===== config.mk =====
export PLATFORM = sky130hd
export DESIGN_NAME = johnson_seq_counter
export DESIGN_NICKNAME = d
export VERILOG_FILES = /design/src/rtl/johnson_seq_counter.sv
export SDC_FILE = /design/constraint.sdc
export NUM_CORES = 1
export LEC_CHECK = 0
export ABC_AREA = 1
export CAP_MARGIN = 40
export CORE_MARGIN = 4
export CORE_UTILIZATION = 30
export CTS_BUF_LIST = sky130_fd_sc_hd__clkbuf_2 sky130_fd_sc_hd__clkbuf_4 sky130_fd_sc_hd__clkbuf_8
export CTS_CLUSTER_DIAMETER = 100
export DETAILED_ROUTE_END_ITERATION = 12
export GPL_ROUTABILITY_DRIVEN = 1
export PLACE_DENSITY = 0.6
export SLEW_MARGIN = 10
export SYNTH_ARGS = -nofsm -noshare
export SYNTH_HDL_FRONTEND = slang
export SYNTH_SLANG_ARGS = --single-unit
export TNS_END_PERCENT = 5

===== constraint.sdc =====
create_clock -name clk -period 3.53 [get_ports clk]
set_input_delay 0.353 -clock clk [delete_from_list [all_inputs] [get_ports clk]]
set_output_delay 0.353 -clock clk [all_outputs]
set_load 0.01 [all_outputs]

===== src/rtl/johnson_seq_counter.sv =====
// -----------------------------------------------------------------------------
// johnson_seq_counter
//   Johnson-code sequence counter with 2*WIDTH states. It supports up/down
//   counting, a count enable, a parallel load by state index and a
//   synchronous reset. A load with an out-of-range index raises an error flag.
//   The cout output pulses on every wrap, so the cout of one stage can drive
//   the en input of the next stage in a chain of divide-by-2*WIDTH counters.
//
// Parameters
//   WIDTH     code width in bits, must be >= 2; the sequence has N = 2*WIDTH states
//
// Ports
//   clk       rising-edge clock
//   reset     synchronous, active-high reset
//   en        count enable
//   up        1 = step toward higher index, 0 = step toward lower index
//   load      parallel load request; takes priority over en
//   load_idx  state index to load, valid range 0..N-1
//   q         current Johnson code, registered; always equals code(idx)
//   idx       current state index, registered
//   cout      one-cycle pulse after a wrap (N-1 -> 0 going up, 0 -> N-1 going down)
//   err       one-cycle pulse after a load with load_idx >= N
// -----------------------------------------------------------------------------
module johnson_seq_counter #(
    parameter int WIDTH = 3,
    localparam int IW   = $clog2(2 * WIDTH)
) (
    input  logic             clk,
    input  logic             reset,
    input  logic             en,
    input  logic             up,
    input  logic             load,
    input  logic [IW-1:0]    load_idx,
    output logic [WIDTH-1:0] q,
    output logic [IW-1:0]    idx,
    output logic             cout,
    output logic             err
);

    localparam int unsigned N    = 2 * WIDTH;
    localparam int unsigned W    = WIDTH;
    localparam logic [IW-1:0] LAST = IW'(N - 1);

    // Johnson code for state index k:
    //   - for k < WIDTH, the lower k bits are set;
    //   - otherwise, the ones are shifted left by (k - WIDTH).
    function automatic logic [WIDTH-1:0] code_of(input logic [IW-1:0] k);
        logic [WIDTH-1:0] ones;
        int unsigned      ki;
        ones = '1;
        ki   = 32'(k);
        if (ki < W) code_of = ~(ones << ki);
        else        code_of = ones << (ki - W);
    endfunction

    logic [IW-1:0] idx_nxt;
    logic          cout_nxt;
    logic          err_nxt;

    // Priority on each edge is load > en > hold. Reset is applied in the register.
    always_comb begin
        // NOTE: default every output of the block first, so no path can leave
        // an output unassigned and infer a latch.
        idx_nxt  = idx;
        cout_nxt = 1'b0;
        err_nxt  = 1'b0;
        if (load) begin
            if (32'(load_idx) < N) idx_nxt = load_idx;
            else                   err_nxt = 1'b1;
        end else if (en) begin
            if (up) begin
                if (idx == LAST) begin
                    idx_nxt  = '0;
                    cout_nxt = 1'b1;
                end else begin
                    idx_nxt  = idx + 1'b1;
                end
            end else begin
                if (idx == '0) begin
                    idx_nxt  = LAST;
                    cout_nxt = 1'b1;
                end else begin
                    idx_nxt  = idx - 1'b1;
                end
            end
        end
    end

    // q is registered from the next index rather than decoded from idx, so both
    // outputs leave flops and always change on the same edge.
    always_ff @(posedge clk) begin
        // NOTE: use non-blocking assignments for state, so every flop samples
        // values from before the edge, regardless of statement order.
        if (reset) begin
            idx  <= '0;
            q    <= '0;
            cout <= 1'b0;
            err  <= 1'b0;
        end else begin
            idx  <= idx_nxt;
            q    <= code_of(idx_nxt);
            cout <= cout_nxt;
            err  <= err_nxt;
        end
    end

endmodule

==> metrics.cfg, run 1 <==
[run_status]
status = finished clean

[synth]
yosysTopAreaCell = dfxtp_1
ys_seq_area_share_pct = 29.2
ys.flop_type = dfxtp_1
ys_types = 18
yosys_warnings = 0
yosys-top-cells-area = dfxtp_1 (29%), nand2_1 (14%), ha_1 (11%)
syn_inst = 84
syn_area_um2 = 549
ys_top_cells_by_count = nand2_1 (20), inv_1 (14), nand3_1 (9), dfxtp_1 (8), nor2_1 (7)
synth_top_area_share_pct = 29.2
synth_edf_count = 0
synthesis.nets = 97
postSynthAreaPerCell_um2 = 6.54
synth_seq_cells = 8
yosysMostFrequentCell = nand2_1
postSynth.asyncResetShare_pct = 0

[clocking]
cts_resized = 0
clockRootBuffer = clkbuf_4
cts_buffer_depth = 2
clk_latency_ns = 0.25
cts_setup_buffers = 0
cts_made_buffers = 3
clk_pin_slew_worst_paths_ns = 0.05
holdBufCountCts = 0
htreeDepth = 1
cts_tree = yes
numClockSinks = 8

[place]
hpwl_um = 1020
placed_area_um2 = 731
gp_congestion = 0.816
portBuffers = 15
place_inst = 124

[global_route]
grt_pass1_vias = 499
grt_pass1_wl_um = 2030
grt_max_degree = 8
overflow = 0
antenna_found_initial = 0
grt.total_usage_pct = 10.6

[layout]
area_delta_synth_final_pct = 37.1
final_area_um2 = 753
fin_nets = 117
final_cells = 127
register_area_um2 = 160
final_util_pct = 43.6
multi_input_area_um2 = 329
n_fill_cell = 192
drive_gt1_share_pct = 12.7
diodes = 0

[routing]
vias = 565
wire_per_inst_um = 9.69
drt_wl_total_um = 1230
drtIter0Drc = 4
firstDrtPassIters = 3
drc_errors = 0
via_per_inst = 4.45
ant_nets = 0

[floorplanning]
fp.dieH_um = 50.8
dieArea_um2 = 2580
num_rows = 15
coreArea_um2 = 1730
io_pins = 16
start_util_pct = 31.8
fp.dieW_um = 50.8

[setup_path]
end_kind = flop
path_class = flop to flop
cp_max_fo = 7
slowest_delay_ns = 0.44
cp.arrival_ns = 2.27
critPathSlowestCell = dfxtp_1
required_ns = 3.71
crit_path_start_kind = flop
crit_top_cell = nand2_1
worstPathCellList = nor2_1, ha_1, nand2_1, nand2_1, nand2_1, nand2_1, nand2_2, inv_1, ha_1, inv_1, ha_1, inv_1, or2_2, a21oi_1

[power]
switching_share_pct = 31.4
p_int_uw = 178
p_leak_nw = 0.365
netSwitchingPower_uw = 81.6
irDropWorstVdd_mv = 0.217
seqPwrFrac_pct = 39.4
p_comb_share_pct = 34.3
pwr-share-clk_pct = 26.3
power.density_nw_per_um2 = 345
finalPower_uw = 259

[sta]
rsz0062_at_grt = no
drv_slew = 0
hold_violations = 0
fmax_ghz = 0.478
tightest_slew_ns = 0.291
finalCritPeriodShare_pct = 59.3
setup_viol = 0
relSlewSlack_pct = 80.5
fin_setup_tns_ns = 0
fin_worst_skew_ns = 0.00260
post-route-min-period_ns = 2.09

[worst_hold_path]
min_path_type = flop to flop

[flow_run]
max_cap_violations = 0

-- logic make-up after synthesis --
logic type                 share of synthesized area [%]
DFF                                                 29.2
buffers and inverters                               10.9
and+or+nand+nor                                     39.2
adders and majority gates                           11.4
AOI/OAI and AO/OA                                   9.34
-- metal layers --
metal,GRT usage (%),routed length [um],vias up
met5,0,0,-
met4,2.69,0,0
met3,5.64,75,0
met2,17.2,618,13
met1,12.1,536,253
li1,-,-,299
-- layout make-up --
type	count	share of cell area, %
multi-input combinational	60	43.7
sequential	8	21.3
timing repair buffer	15	19.9
inverter	16	7.97
tap	25	4.15
clock buffer	3	2.99
-- flip-flops by register name, summed over array words and instances, names as in the netlist --
signal and count:
idx 3, q 3, cout 1, err 1
-- power by group through the flow --
| stage | combinational, mW | clock [mW] | sequential (mW) |
|---|---|---|---|
| after CTS | 0.0900 | 0.0726 | 0.102 |
| final | 0.0889 | 0.0683 | 0.102 |
| after floorplan | 0.0503 | 0 | 0.107 |
| after global placement | 0.0888 | 0 | 0.104 |
| after global routing | 0.101 | 0.0786 | 0.103 |
| after detailed placement | 0.0894 | 0 | 0.104 |
-- worst max-delay path: cells and delay by family, from the launching register on --
kind | cells | cell delay (ns)
simple gates | 7 | 0.71
fa+ha+maj | 3 | 0.55
flops | 1 | 0.44
buf+inv | 3 | 0.19
compound gates | 1 | 0.14
-- metrics by stage --
| step | hold slack, ns | worst slack, ns |
|---|---|---|
| detailed placement | 0.583 | 1.22 |
| global route | 0.645 | 1.23 |
| global placement | 0.585 | 1.18 |
| finish | 0.576 | 1.44 |
| floorplan | 0.422 | 1.60 |
| CTS | 0.596 | 1.42 |
-- cell usage in the layout, fill, tap and decap left out, drive strengths merged --
cell type	n
nand2	24
clkdlybuf4s50	15
inv	15
nand3	11
dfxtp	8
nor2	8
a21oi	6
ha	5
clkbuf	3
o21ai	2
a21boi	1
nor3	1
clkinv	1
or2	1
nand4	1
-- worst paths after layout --
path | to | slack (ns) | cells after the start | start
setup / recovery | q[2] | 1.44 | 14 | idx[0]
hold / removal | cout | 0.58 | 2 | idx[2]
setup reg to reg | q[2] | 1.44 | 14 | idx[0]
hold reg to reg | cout | 0.58 | 2 | idx[2]
No activity file was read; power rests on OpenSTA's default activity.
==> run 2, diff against run 1 <==
--- a/config.mk
+++ b/config.mk
@@ -13,7 +13,7 @@
 export CTS_CLUSTER_DIAMETER = 100
 export DETAILED_ROUTE_END_ITERATION = 12
 export GPL_ROUTABILITY_DRIVEN = 1
-export PLACE_DENSITY = 0.6
+export PLACE_DENSITY = 0.62
 export SLEW_MARGIN = 10
 export SYNTH_ARGS = -nofsm -noshare
 export SYNTH_HDL_FRONTEND = slang
==> constraint.sdc (replaced) <==
create_clock -name clk -period 1.7 [get_ports clk]
set_input_delay 0.17 -clock clk [delete_from_list [all_inputs] [get_ports clk]]
set_output_delay 0.17 -clock clk [all_outputs]
set_load 0.01 [all_outputs]
==> run 2 against run 1 <==
  * The flow now finishes with violations (setup timing)
  * Final cell count increased by 11%
  * Clock skew is 0.0064 ns higher
  * Largest cell class unchanged
  * Design area up 26%
  * Wire length grew 4.7%
  * Critical path type unchanged
  * Total power increased by 140%
  * Critical path depth decreased by 4
  * Count of clock-buffer cells in the layout is the same
  * Highest routed layer unchanged
  * Core utilization grew 12 points
  * Largest power group is now combinational logic
  * Worst setup slack worse by 1.5 ns
==> metrics.cfg, run 2 (synthesis gave the netlist of run 1 again) <==
[setup_path]
required_ns = 1.88  ; -1.83 ns
worstRegToRegCells = 10  ; -4
endpoint = q[2]
path_class = flop to flop
cp_max_fo = 6  ; -1
worstPathCellList = nor2_4, ha_4, nor2_2, nor2_2, nand2_2, a21boi_4, ha_4, inv_2, or2_4, a21oi_1
r2r_end = q[2]
crit_path_start_kind = flop
reg2reg_slack_ns = -0.02  ; -1.46 ns
crit_start = idx[0]
end_kind = flop
worst-path-stages = 10  ; -4
cp.arrival_ns = 1.91  ; -0.36 ns
slowest_delay_ns = 0.39  ; -0.05 ns
cp_top_family = simple AND/OR/NAND/NOR gates
path_buf_inv = 1  ; -2
r2r-start = idx[0]
critPathSlowestCell = dfxtp_4

[clocking]
clk_latency_ns = 0.25  ; about the same
cts_buffer_depth = 2  ; unchanged
cts_setup_buffers = 0  ; unchanged
cts_made_buffers = 3  ; unchanged
clockRootBuffer = clkbuf_4
htreeDepth = 1  ; unchanged
cts_tree = yes
numClockSinks = 8  ; unchanged
clk_pin_slew_worst_paths_ns = 0.05  ; about the same

[sta]
post-route-min-period_ns = 1.72  ; -0.369 ns
hold_violations = 0  ; unchanged
fin_worst_skew_ns = 0.00902  ; +0.00642 ns
tightest_slew_ns = 0.294  ; +0.00304 ns
fin_setup_tns_ns = -0.0490  ; -0.0490 ns
fmax_ghz = 0.580  ; +21%
setup_viol = 3  ; +3
whs_ns = 0.606  ; +0.0302 ns
setup_slack_ns = -0.0243  ; -1.46 ns
relSlewSlack_pct = 80.4  ; -0.089 points
rsz0062_at_grt = yes
drv_slew = 0  ; unchanged
finalCritPeriodShare_pct = 101  ; +42 points

[global_route]
antenna_found_initial = 0  ; unchanged
grt.total_usage_pct = 12.0  ; +1.4 points
grt_max_degree = 8  ; unchanged
grt_pass1_vias = 618  ; +24%
grt_pass1_wl_um = 2340  ; +15%
overflow = 0  ; unchanged

[layout]
n_fill_cell = 177  ; -7.8%
diodes = 0  ; unchanged
final_cell_mix = nand2_1 (18), clkdlybuf4s50_1 (15), buf_4 (14)
fin_nets = 131  ; +12%
area_delta_synth_final_pct = 73.3
drive_gt1_share_pct = 38.8  ; +26 points
reg_top3 = idx: 3 flops, q: 3 flops
layout_commonest_cell = nand2_1

[power]
irDropWorstVdd_mv = 0.461  ; +110%
p_leak_nw = 0.443  ; +21%
power.density_nw_per_um2 = 645  ; +87%

[floorplanning]
dieArea_um2 = 2580  ; unchanged
num_rows = 15  ; unchanged
start_util_pct = 31.8  ; unchanged
fp.dieW_um = 50.8  ; unchanged
fp.dieH_um = 50.8  ; unchanged
coreArea_um2 = 1730  ; unchanged
io_pins = 16  ; unchanged

[run_status]
violations = setup timing
status = complete, but fails checks

[place]
gp_congestion = 0.794  ; -2.6%
portBuffers = 15  ; unchanged
pre_cts_ws_ns = -0.378  ; -1.59 ns
hpwl_um = 1110  ; +8.6%

[flow_run]
max_cap_violations = 0  ; unchanged

[routing]
firstDrtPassIters = 4  ; +1
vias = 609  ; +7.8%
via_per_inst = 4.32  ; -2.9%
drt_wl_total_um = 1290  ; +4.7%
drtIter0Drc = 4  ; unchanged
drc_errors = 0  ; unchanged
wire_per_inst_um = 9.13  ; -5.7%
ant_nets = 0  ; unchanged

[worst_hold_path]
min_path_type = flop to flop

run 2: where the power goes:
group          switching [mW]  internal (mW)
Sequential             0.0108          0.203
Combinational           0.124          0.136
Clock                  0.0596         0.0804
Total                   0.194          0.420
run 2: worst register-to-register path, delay by kind of cell, from the launching register on:
kind,cells,cell delay (ns)
flip-flops,1,0.39
buffers and inverters,1,0.04
AND/OR/NAND/NOR,5,0.47
AO/OA/AOI/OAI,2,0.34
adder cells (fa/ha/maj),2,0.42
run 2: metrics by stage:
stage | cell area, um^2 | util, % | std cells | power (mW)
floorplan | 633 | - | 84 | 0.361
global route | 952 | 55.1 | 141 | 0.669
CTS | 952 | 55.1 | 141 | 0.623
global placement | 920 | 53.3 | 138 | 0.469
finish | 952 | 55.1 | 141 | 0.614
detailed placement | 920 | 53.3 | 138 | 0.473
run 2: per-layer routing:
layer  global-route usage [%]  wire [um]  share of wire [%]  vias up
li1                         -          -                  -      328
met1                     12.4        540                 42      267
met2                     22.6        671                 52       14
met3                     4.75         76                5.9        0
met4                     2.69          0                  0        0
met5                        0          0                  0        -
run 2: how the worst min path moves through the flow:
stage / start / depth (start not counted) / to / slack [ns]
after floorplan: reset / 1 / idx[1] / 0.23
after global placement: idx[1] / 3 / cout / 0.62
after detailed placement: idx[1] / 3 / cout / 0.61
after CTS: idx[1] / 3 / cout / 0.62
after global routing: reset / 2 / q[1] / 0.64
final: idx[1] / 3 / cout / 0.61
run 2: timing repair:
| action | 4_1_cts | 5_1_grt |
|---|---|---|
| hold buffers | 0 | 0 |
| resized for setup | 4 | 0 |
| setup endpoints to repair | 3 | 3 |
| pin swaps | 9 | 1 |
run 2: layout make-up:
type / instances / area (um^2) / share of cell area (%)
clock buffers: 3 / 22.5 / 2.37
inverters: 16 / 62.6 / 6.57
multi-input cells: 60 / 412 / 43.2
flip-flops and latches: 8 / 169 / 17.7
well taps: 25 / 31.3 / 3.29
repair buffers: 29 / 255 / 26.8
==> run 3, diff against run 2 <==
--- a/config.mk
+++ b/config.mk
@@ -13,7 +13,7 @@
 export CTS_CLUSTER_DIAMETER = 100
 export DETAILED_ROUTE_END_ITERATION = 12
 export GPL_ROUTABILITY_DRIVEN = 1
-export PLACE_DENSITY = 0.62
+export PLACE_DENSITY = 0.6
 export SLEW_MARGIN = 10
 export SYNTH_ARGS = -nofsm -noshare
 export SYNTH_HDL_FRONTEND = slang
==> constraint.sdc (replaced) <==
create_clock -name clk -period 1.95 [get_ports clk]
set_input_delay 0.195 -clock clk [delete_from_list [all_inputs] [get_ports clk]]
set_output_delay 0.195 -clock clk [all_outputs]
set_load 0.02 [all_outputs]
==> run 3 against run 2 <==
  * The flow now finishes without violations
  * Count of clock-buffer cells in the layout stayed put
  * Total power decreased by 14%
  * Core utilization fell by 2.1 points
  * Final cell count unchanged
  * Critical endpoint unchanged
  * Largest power group unchanged
==> metrics.cfg, run 3 (synthesis gave the netlist of run 1 again) <==
[run_status]
status = finished clean

[clocking]
cts_made_buffers = 3  ; unchanged
clk_pin_slew_worst_paths_ns = 0.05  ; about the same
htreeDepth = 1  ; unchanged
clockRootBuffer = clkbuf_4
cts_buffer_depth = 2  ; unchanged
holdBufCountCts = 0  ; unchanged
clk_latency_ns = 0.25  ; about the same
cts_tree = yes
numClockSinks = 8  ; unchanged

[routing]
ant_nets = 0  ; unchanged
drc_errors = 0  ; unchanged
via_per_inst = 4.38  ; +1.3%
drtIter0Drc = 5  ; +1
wire_per_inst_um = 9.18  ; +0.47%
vias = 617  ; +1.3%
firstDrtPassIters = 4  ; unchanged
drt_wl_total_um = 1290  ; +0.47%

[power]
irDropWorstVdd_mv = 0.322  ; -30%
power.density_nw_per_um2 = 576  ; -11%
p_leak_nw = 0.433  ; -2.2%
finalPower_uw = 527  ; -14%

[place]
portBuffers = 15  ; unchanged
hpwl_um = 1100  ; -0.89%
gp_congestion = 0.814  ; +2.4%
placed_area_um2 = 832  ; -9.5%

[worst_hold_path]
min_path_cells = 3  ; unchanged
min_to = cout
min_path_type = flop to flop
hp-start = idx[1]

[floorplanning]
fp.dieH_um = 50.8  ; unchanged
num_rows = 15  ; unchanged
start_util_pct = 31.8  ; unchanged
coreArea_um2 = 1730  ; unchanged
fp.dieW_um = 50.8  ; unchanged
dieArea_um2 = 2580  ; unchanged
io_pins = 16  ; unchanged

[setup_path]
cp_max_fo = 6  ; unchanged
required_ns = 2.13  ; +0.25 ns
cp.arrival_ns = 2.01  ; +0.10 ns
end_kind = flop
crit_path_start_kind = flop
r2r_end = q[2]
reg2reg_slack_ns = 0.12  ; +0.15 ns
worstRegToRegCells = 10  ; unchanged
r2r-start = idx[0]
path_class = flop to flop

[layout]
diodes = 0  ; unchanged
final_util_pct = 53.0  ; -2.1 points
multi_input_area_um2 = 378  ; -8.2%
n_fill_cell = 182  ; +2.8%
layout_commonest_cell = nand2_1
final_area_um2 = 916  ; -3.8%
drive_gt1_share_pct = 35.3  ; -3.4 points
register_area_um2 = 169  ; unchanged
area_delta_synth_final_pct = 66.7
reg_top3 = idx: 3 flops, q: 3 flops
fin_nets = 131  ; unchanged
final_cell_mix = nand2_1 (19), clkdlybuf4s50_1 (15), buf_4 (14)

[global_route]
overflow = 0  ; unchanged
grt_pass1_vias = 506  ; -18%
grt_pass1_wl_um = 1940  ; -17%
grt_max_degree = 8  ; unchanged
grt.total_usage_pct = 9.80  ; -2.2 points
antenna_found_initial = 0  ; unchanged

[sta]
drv_slew = 0  ; unchanged
hold_violations = 0  ; unchanged
relSlewSlack_pct = 81.2  ; +0.84 points
post-route-min-period_ns = 1.83  ; +0.103 ns
setup_viol = 0  ; -3
fmax_ghz = 0.547  ; -5.6%
finalCritPeriodShare_pct = 93.7  ; -7.7 points
tightest_slew_ns = 0.281  ; -0.0135 ns
fin_worst_skew_ns = 0.00345  ; -0.00558 ns

[flow_run]
max_cap_violations = 0  ; unchanged

==> run 3: layout make-up <==
class / count / share of cell area (%)
Clock buffer: 3 / 2.46
Inverter: 16 / 6.56
Multi-Input combinational cell: 60 / 41.3
Sequential cell: 8 / 18.4
Tap cell: 25 / 3.42
Timing Repair Buffer: 29 / 27.9
==> run 3: critical path, cell delays in order, from the launching register on <==
cell	delay, ns
dfxtp_4	0.39
nor2_4	0.06
ha_4	0.25
nor2_1	0.04
nor2_2	0.08
nand2_2	0.07
a21boi_2	0.25
ha_4	0.18
inv_1	0.04
or2_2	0.27
a21oi_2	0.13
==> run 3: metal layers <==
| layer | routed length, um | vias up | GRT usage (%) |
|---|---|---|---|
| li1 | - | 327 | - |
| met1 | 567 | 278 | 11.1 |
| met2 | 655 | 12 | 17.0 |
| met3 | 70 | 0 | 3.86 |
| met5 | 0 | - | 0 |
| met4 | 0 | 0 | 2.69 |
==> run 3: per-stage QoR <==
| step | setup WS [ns] | cells | setup TNS, ns | hold WS (ns) |
|---|---|---|---|---|
| floorplan | 0.0554 | 84 | 0 | 0.260 |
| global route | -0.00467 | 141 | -0.00467 | 0.667 |
| finish | 0.123 | 141 | 0 | 0.616 |
| detailed placement | -0.118 | 137 | -0.326 | 0.617 |
| CTS | 0.0135 | 140 | 0 | 0.624 |
| global placement | -0.104 | 137 | -0.286 | 0.609 |
==> run 3: power by group <==
| group | leakage, nW | switching (mW) | internal [mW] |
|---|---|---|---|
| registers | 0.0675 | 0.00997 | 0.177 |
| logic | 0.352 | 0.109 | 0.108 |
| clock network | 0.0138 | 0.0523 | 0.0702 |
==> run 3: worst max-delay path by stage <==
stage,startpoint,to,cells past startpoint
floorplan,idx[2],q[2],14
global placement,en,q[1],12
detailed placement,en,q[2],12
CTS,idx[0],q[2],14
global route,idx[0],q[0],15
finish,idx[0],q[2],10
==> run 3: timing repair <==
action / in CTS / in global routing
endpoints found under the setup margin: 1 / 3
pin swaps: 0 / 4
buffers inserted: 0 / 1
resized for setup: 1 / 15
